File: src/rtl/fetch_unit.sv
// Instruction-fetch stage: owns the PC, drives the fetch address and queues
// {pc, instr} pairs for decode; a misaligned redirect parks it in FAULT until reset.
module fetch_unit #(
    parameter logic [31:0] RESET_PC = 32'h0000_0000,
    parameter int unsigned DEPTH    = 2
) (
    input  logic        clk,
    input  logic        reset,
    output logic [31:0] iaddr,
    input  logic [31:0] idata,
    input  logic        redirect_valid,
    input  logic [31:0] redirect_pc,
    output logic        out_valid,
    input  logic        out_ready,
    output logic [31:0] out_instr,
    output logic [31:0] out_pc,
    output logic        fault
);

    localparam int unsigned AW       = $clog2(DEPTH);
    localparam logic [AW:0] FULL_CNT = (AW + 1)'(DEPTH);

    localparam logic [0:0] ST_RUN   = 1'b0;
    localparam logic [0:0] ST_FAULT = 1'b1;

    logic [0:0]    state_q, state_d;
    logic [31:0]   pc_q, pc_d;
    logic [AW:0]   count_q, count_d;
    logic [AW-1:0] head_q, head_d;
    logic [AW-1:0] tail_q, tail_d;

    logic [31:0] ent_pc_q    [DEPTH];
    logic [31:0] ent_instr_q [DEPTH];

    logic running;
    logic pop;
    logic push;
    logic flush;
    logic redirect_ok;

    assign running     = (state_q == ST_RUN);
    assign out_valid   = running && (count_q != '0);
    assign pop         = out_valid & out_ready & ~redirect_valid;
    // A full FIFO can still accept a push when the head leaves in the same cycle.
    assign push        = running & ~redirect_valid & ((count_q < FULL_CNT) | pop);
    assign flush       = running & redirect_valid;
    assign redirect_ok = (redirect_pc[1:0] == 2'b00);

    always_comb begin
        state_d = state_q;
        pc_d    = pc_q;
        count_d = count_q;
        head_d  = head_q;
        tail_d  = tail_q;
        if (flush) begin
            count_d = '0;
            head_d  = '0;
            tail_d  = '0;
            if (redirect_ok) begin
                pc_d = redirect_pc;
            end else begin
                state_d = ST_FAULT;
            end
        end else begin
            if (push) begin
                tail_d = tail_q + 1'b1;
                pc_d   = pc_q + 32'd4;
            end
            if (pop) begin
                head_d = head_q + 1'b1;
            end
            case ({push, pop})
                2'b10:   count_d = count_q + 1'b1;
                2'b01:   count_d = count_q - 1'b1;
                default: count_d = count_q;
            endcase
        end
    end

    always_ff @(posedge clk or posedge reset) begin
        if (reset) begin
            state_q <= ST_RUN;
            pc_q    <= RESET_PC;
            count_q <= '0;
            head_q  <= '0;
            tail_q  <= '0;
        end else begin
            state_q <= state_d;
            pc_q    <= pc_d;
            count_q <= count_d;
            head_q  <= head_d;
            tail_q  <= tail_d;
        end
    end

    // Entries are cleared on reset so the head reads as zero right after reset.
    generate
        for (genvar gi = 0; gi < DEPTH; gi++) begin : g_entry
            always_ff @(posedge clk or posedge reset) begin
                if (reset) begin
                    ent_pc_q[gi]    <= '0;
                    ent_instr_q[gi] <= '0;
                end else if (push && (tail_q == AW'(gi))) begin
                    ent_pc_q[gi]    <= pc_q;
                    ent_instr_q[gi] <= idata;
                end
            end
        end
    endgenerate

    assign iaddr     = pc_q;
    assign out_pc    = ent_pc_q[head_q];
    assign out_instr = ent_instr_q[head_q];
    assign fault     = (state_q == ST_FAULT);

endmodule
File: config.mk
export PLATFORM = sky130hd
export DESIGN_NAME = fetch_unit
export DESIGN_NICKNAME = d
export VERILOG_FILES = /design/src/rtl/fetch_unit.sv
export SDC_FILE = /design/constraint.sdc
export NUM_CORES = 1
export LEC_CHECK = 0
export ABC_CLOCK_PERIOD_IN_PS = 6800
export BUFFER_PORTS_ARGS = -buffer_cell sky130_fd_sc_hd__buf_2
export CELL_PAD_IN_SITES_DETAIL_PLACEMENT = 1
export CELL_PAD_IN_SITES_GLOBAL_PLACEMENT = 1
export CORE_MARGIN = 2
export CORE_UTILIZATION = 44
export CTS_BUF_LIST = sky130_fd_sc_hd__clkbuf_4 sky130_fd_sc_hd__clkbuf_8 sky130_fd_sc_hd__clkbuf_16
export DETAILED_ROUTE_END_ITERATION = 7
export HOLD_SLACK_MARGIN = 0.12
export PLACE_DENSITY = 0.77
export SYNTH_ARGS = -nofsm -noshare
export SYNTH_HDL_FRONTEND = slang
export SYNTH_SLANG_ARGS = --single-unit
File: constraint.sdc
create_clock -name clk -period 6.8 [get_ports clk]
set_clock_uncertainty 0.15 [all_clocks]
set_input_delay 1.36 -clock clk [delete_from_list [all_inputs] [get_ports clk]]
set_output_delay 1.36 -clock clk [all_outputs]
set_load 0.1 [all_outputs]
# Word level (Yosys, flattened, before mapping)
# Cells that the tools add are included.
[word_totals] reg_bits=165 inputBits=68 word_cells=55 out_inout_bits=98
[op_classes] order_cmp=2 reduce_logical=10 n_mux=15 n_eq_ne=3 add_sub_neg=5 bitwise_logic=11
[op_table] op="32-bit two-way mux" count=9
[op_table] op="32-bit by 3-bit adder with 32-bit output (second input constant)" count=1
[op_table] op="2-bit nonzero test" count=3
[op_table] op="1-bit bitwise AND" count=5
[op_table] op="1-bit two-way mux" count=4
[op_table] op="1-bit inverter" count=4
[op_table] op="2-bit one-hot mux with 2 select lines" count=1
[op_table] op="2-bit AND reduction" count=2
[op_table] op="1-bit logical AND" count=3
[op_table] op="3-bit nonzero test" count=1
[op_table] op="1-bit adder (second input constant)" count=2
[op_table] op="2-bit by 1-bit adder with 2-bit output (second input constant)" count=1
[op_table] op="2-bit by 1-bit equality test with 1-bit output (second input constant)" count=1
[op_table] op="2-bit equality test (second input constant)" count=1
[op_table] op="2-bit greater-or-equal comparator (second input constant)" count=1
[op_table] op="2-bit logical NOT" count=1
[op_table] op="2-bit less-than comparator (second input constant)" count=1
[op_table] op="2-bit two-way mux" count=1
[op_table] op="2-bit by 1-bit != test with 1-bit output (second input constant)" count=1
[op_table] op="1-bit inverter with 2-bit output" count=1
[op_table] op="2-bit by 1-bit subtractor with 2-bit output (second input constant)" count=1
[op_table] op="1-bit OR" count=1

# Depth between registers and ports, before layout
[logic_depth] depth_word=9 ltp_mapped=9 depth_no_buf=7

# Least setup slack after synthesis
# OpenSTA, ideal clock, no wires.
[synth_timing] path_kind="reg-to-output" start="register state_q, in the netlist fault" end="output port out_valid" arrival_ps=2315 n_path_buf=1 path_slack_ps=2975 stages_incl_launch_ff=3 t_required_ps=5290 path_cell_list="dfrtp_1 buf_2 nor2_1"
[synth_between] elab_chain_len=2
[synth_lines] item="start, declared" line_no="26" rtl="logic [0:0] state_q, state_d;"
[synth_lines] item="start signal, assigned" line_no="88" rtl="state_q <= state_d;"
[synth_lines] item="1-bit inverter" line_no="41" rtl="assign running = (state_q == ST_RUN);"
[synth_lines] item="1-bit logical AND" line_no="42" rtl="assign out_valid = running && (count_q != '0);"
[synth_lines] item="end, declared" line_no="13" rtl="output logic out_valid,"
# No other way between the ends.

# Worst setup path after layout
[layout_timing] start="input port out_ready" end="register ent_instr_q[63] in the netlist's numbering"
[layout_between] elab_chain_len=5
[layout_lines] item="start, declared" line_no="14" rtl="input logic out_ready,"
[layout_lines] item="1-bit bitwise AND (2 in a row)" line_no="43" rtl="assign pop = out_valid & out_ready & ~redirect_valid;"
[layout_lines] item="1-bit OR" line_no="45" rtl="assign push = running & ~redirect_valid & ((count_q < FULL_CNT) | pop);"
[layout_lines] item="1-bit bitwise AND" line_no="45"
[layout_lines] item="1-bit logical AND" line_no="103" rtl="end else if (push && (tail_q == AW'(gi))) begin"
[layout_lines] item="end signal, assigned by index" line_no="105" rtl="ent_instr_q[gi] <= idata;"
[layout_lines] item="end, declared" line_no="33" rtl="logic [31:0] ent_instr_q [DEPTH];"
# No other way between the ends.
# A chain may end at the register's enable or synchronous reset.

==> run_summary.xml <==
<?xml version="1.0" encoding="UTF-8"?>
<metrics>
  <group name="status">
    <metric name="run_status" unit="">finished, final reports clean</metric>
  </group>
  <group name="timing">
    <metric name="setup_viol" unit="">0</metric>
    <metric name="finalCritPeriodShare" unit="%">56.9</metric>
    <metric name="layout_min_cycle_time" unit="ns">3.87</metric>
    <metric name="slew_violations" unit="">0</metric>
    <metric name="timing.final.hold_violations" unit="">0</metric>
    <metric name="worst_slew_margin_rel" unit="%">24.0</metric>
    <metric name="unrepaired_setup_endpoints_after_global_routing" unit="">no</metric>
    <metric name="max_slew.worst_pin.slew" unit="ns">1.14</metric>
    <metric name="max_clock_freq" unit="MHz">258</metric>
    <metric name="fin_setup_tns" unit="ns">0</metric>
    <metric name="hold_slack" unit="ns">0.332</metric>
  </group>
  <group name="pwr">
    <metric name="p_int" unit="uW">1700</metric>
    <metric name="power_frac_comb" unit="%">4.8</metric>
    <metric name="swShare" unit="%">22.6</metric>
    <metric name="ir_drop" unit="V">0.000161</metric>
    <metric name="power.density_cell_area" unit="nW/um2">232</metric>
    <metric name="switching_power" unit="uW">497</metric>
    <metric name="leakage" unit="uW">0.00491</metric>
    <metric name="share_clk_of_total_power" unit="%">49.3</metric>
    <metric name="pwr-share-seq" unit="%">45.9</metric>
    <metric name="post-layout-total-power" unit="uW">2200</metric>
  </group>
  <group name="critical_path">
    <metric name="critical_path.reg2reg.startpoint" unit="">count_q[1]</metric>
    <metric name="crit_type" unit="">input port to flop</metric>
    <metric name="critPathLaunchType" unit="">input port</metric>
    <metric name="crit_arrival" unit="ns">4.03</metric>
    <metric name="startpoint" unit="">out_ready</metric>
    <metric name="endpoint_kind" unit="">flop</metric>
    <metric name="max_fanout_on_critical_path" unit="">34</metric>
    <metric name="worstPathRequired" unit="ns">6.96</metric>
  </group>
  <group name="floorplanning">
    <metric name="num_io_pins" unit="">166</metric>
    <metric name="die_area" unit="um2">18900</metric>
    <metric name="die_height" unit="um">137</metric>
    <metric name="core-area" unit="um2">17400</metric>
    <metric name="chipWidth" unit="um">137</metric>
    <metric name="floorplan.initialDensity" unit="%">45.1</metric>
    <metric name="total_number_of_placement_rows" unit="">48</metric>
  </group>
  <group name="logic_synthesis">
    <metric name="yosys_most_used_dff" unit="">sky130_fd_sc_hd__dfrtp_1</metric>
    <metric name="cell_variety_after_synth" unit="">57</metric>
    <metric name="yosysWarnings" unit="">0</metric>
    <metric name="ys_seq_area_share" unit="%">52.7</metric>
    <metric name="async_reset_ff_share" unit="%">100</metric>
    <metric name="ys_seq_elements" unit="">165</metric>
    <metric name="synth_cells" unit="">621</metric>
    <metric name="syn-cell-area" unit="um2">7840</metric>
    <metric name="synth-edff-count" unit="">0</metric>
    <metric name="synthesis.nets" unit="">691</metric>
    <metric name="syn_avg_cell_area" unit="um2">12.6</metric>
  </group>
  <group name="detailed_routing">
    <metric name="detail_route.first_pass.iterations" unit="">5</metric>
    <metric name="avgViaCountPerCell" unit="">5.66</metric>
    <metric name="wl" unit="um">21400</metric>
    <metric name="drt-initial-drc-count" unit="">258</metric>
    <metric name="antenna_left" unit="">0</metric>
    <metric name="routedWlPerCell" unit="um">21.2</metric>
    <metric name="route.vias.total" unit="">5727</metric>
    <metric name="remaining_drc_errors" unit="">0</metric>
  </group>
  <group name="finish">
    <metric name="commonest_non_fill_non_tap_cell_in_the_layout" unit="">sky130_fd_sc_hd__mux2_2</metric>
    <metric name="final_util" unit="%">54.7</metric>
    <metric name="most_frequent_cells_in_the_layout" unit="">sky130_fd_sc_hd__mux2_2, sky130_fd_sc_hd__buf_2, sky130_fd_sc_hd__dfrtp_1, sky130_fd_sc_hd__a21oi_1, sky130_fd_sc_hd__nand2_1</metric>
    <metric name="antenna_cells_inserted" unit="">0</metric>
    <metric name="final_nets" unit="">844</metric>
    <metric name="area_delta_synth_final" unit="%">21.2</metric>
    <metric name="proportion_of_layout_cells_with_a_drive_suffix_above_1" unit="%">52.5</metric>
  </group>
  <group name="grt">
    <metric name="via_count_of_the_first_global_routing_pass" unit="">6362</metric>
    <metric name="antenna_violations_before_repair" unit="">0</metric>
    <metric name="grt_overflow_total" unit="">0</metric>
    <metric name="grt_max_degree" unit="">68</metric>
    <metric name="grt_pass1_wl" unit="um">34500</metric>
    <metric name="gr-usage-all-layers" unit="%">23.6</metric>
  </group>
  <group name="cts">
    <metric name="clock_tree_from_tritoncts" unit="">done</metric>
    <metric name="cts_num_sinks" unit="">165</metric>
    <metric name="cts_hold_buffers" unit="">0</metric>
    <metric name="cts.path.max_buffers" unit="">2</metric>
    <metric name="cts-htree-levels" unit="">4</metric>
    <metric name="postCtsResizedCells" unit="">0</metric>
    <metric name="cts.reportedPaths.clkPinSlew" unit="ns">0.06</metric>
    <metric name="cts.root.buffer_cell" unit="">sky130_fd_sc_hd__clkbuf_16</metric>
    <metric name="cts_buffers" unit="">17</metric>
    <metric name="insertion_delay" unit="ns">0.42</metric>
    <metric name="cts_post_setup_buffers_inserted" unit="">0</metric>
  </group>
  <group name="hold_path">
    <metric name="timing.hold.worst.start" unit="">ent_pc_q[29]</metric>
    <metric name="holdCritPathClass" unit="">flop to flop</metric>
  </group>
  <group name="flow_run">
    <metric name="maxCapViolCount" unit="">0</metric>
  </group>
  <group name="placed_design">
    <metric name="routabilityCongestion" unit="">0.767</metric>
    <metric name="numPortBuffers" unit="">165</metric>
    <metric name="place.detailed.hpwl" unit="um">14400</metric>
  </group>
</metrics>
## cell usage after synthesis, types with 4 or more instances
library cell / number / area, um2
sky130_fd_sc_hd__a21oi_1: 33 / 165
sky130_fd_sc_hd__a2bb2oi_1: 6 / 52.6
sky130_fd_sc_hd__and3_1: 5 / 31.3
sky130_fd_sc_hd__buf_1: 6 / 22.5
sky130_fd_sc_hd__buf_2: 11 / 55.1
sky130_fd_sc_hd__clkbuf_1: 16 / 60.1
sky130_fd_sc_hd__dfrtp_1: 165 / 4130
sky130_fd_sc_hd__inv_1: 8 / 30.0
sky130_fd_sc_hd__mux2_2: 190 / 2140
sky130_fd_sc_hd__nand2_1: 26 / 97.6
sky130_fd_sc_hd__nand2b_1: 4 / 25.0
sky130_fd_sc_hd__nand3_1: 14 / 70.1
sky130_fd_sc_hd__nand4_1: 10 / 62.6
sky130_fd_sc_hd__nor2_1: 19 / 71.3
sky130_fd_sc_hd__nor3_1: 10 / 50.1
sky130_fd_sc_hd__o21ai_0: 22 / 110
sky130_fd_sc_hd__o22ai_1: 12 / 75.1
sky130_fd_sc_hd__or3_1: 4 / 25.0
## power by group through the flow
stage	registers (uW)	logic (uW)	clock network, uW
3_3_place_gp	1030	105	0
3_5_place_dp	1030	108	0
2_1_floorplan	1060	33.1	0
4_1_cts	1010	109	1100
5_1_grt	1010	115	1140
6_report	1010	107	1080
## cells by family after synthesis
kind of cell	synth area share, %
simple gates	8.34
buf+inv	2.81
mux	27.7
fa+ha+maj	0.319
compound gates	8.14
flops	52.7
## critical path, stage by stage
cell and delay, ns:
sky130_fd_sc_hd__buf_2 0.09, sky130_fd_sc_hd__nor2b_1 0.28, sky130_fd_sc_hd__o21ai_1 0.34, sky130_fd_sc_hd__nor2_4 0.97, sky130_fd_sc_hd__buf_4 0.54, sky130_fd_sc_hd__mux2_2 0.40
## area by class of cell
class / instances / area [um2]
fill: 1866 / 7860
sequential: 165 / 4130
multi-input combinational: 410 / 3500
timing repair buffer: 172 / 878
clock buffer: 21 / 468
tap: 225 / 282
clock inverter: 11 / 199
inverter: 8 / 35.0
## sequential cells by signal (all words and copies together), names as in the netlist
| register | count |
|---|---|
| ent_pc_q | 64 |
| head_q | 1 |
| count_q | 2 |
| ent_instr_q | 64 |
| tail_q | 1 |
| fault | 1 |
| iaddr | 32 |
## metrics by stage
stage / setup slack, ns / instances / area, um2
6_report: 2.93 / 1012 / 9490
5_1_grt: 2.76 / 1012 / 9490
4_1_cts: 2.93 / 1012 / 9490
3_5_place_dp: 2.48 / 980 / 8830
3_3_place_gp: 2.64 / 980 / 8830
2_1_floorplan: 0.828 / 621 / 7840
## worst paths after layout
check / to / slack, ns / depth (start not counted)
max: ent_instr_q[63] / 2.93 / 6
min: ent_pc_q[29] / 0.33 / 2
max reg2reg: ent_instr_q[63] / 3.17 / 7
min reg2reg: ent_pc_q[29] / 0.33 / 2
max in group asynchronous: head_q / 4.47 / 3
min in group asynchronous: ent_instr_q[15] / 0.85 / 2
## layer usage
layer,share of wire [%],track usage [%]
met1,42,29.4
met3,3.9,4.71
met4,1.4,6.53
met2,52,41.8
met5,0,0
Power figures use the tool's default switching activity.
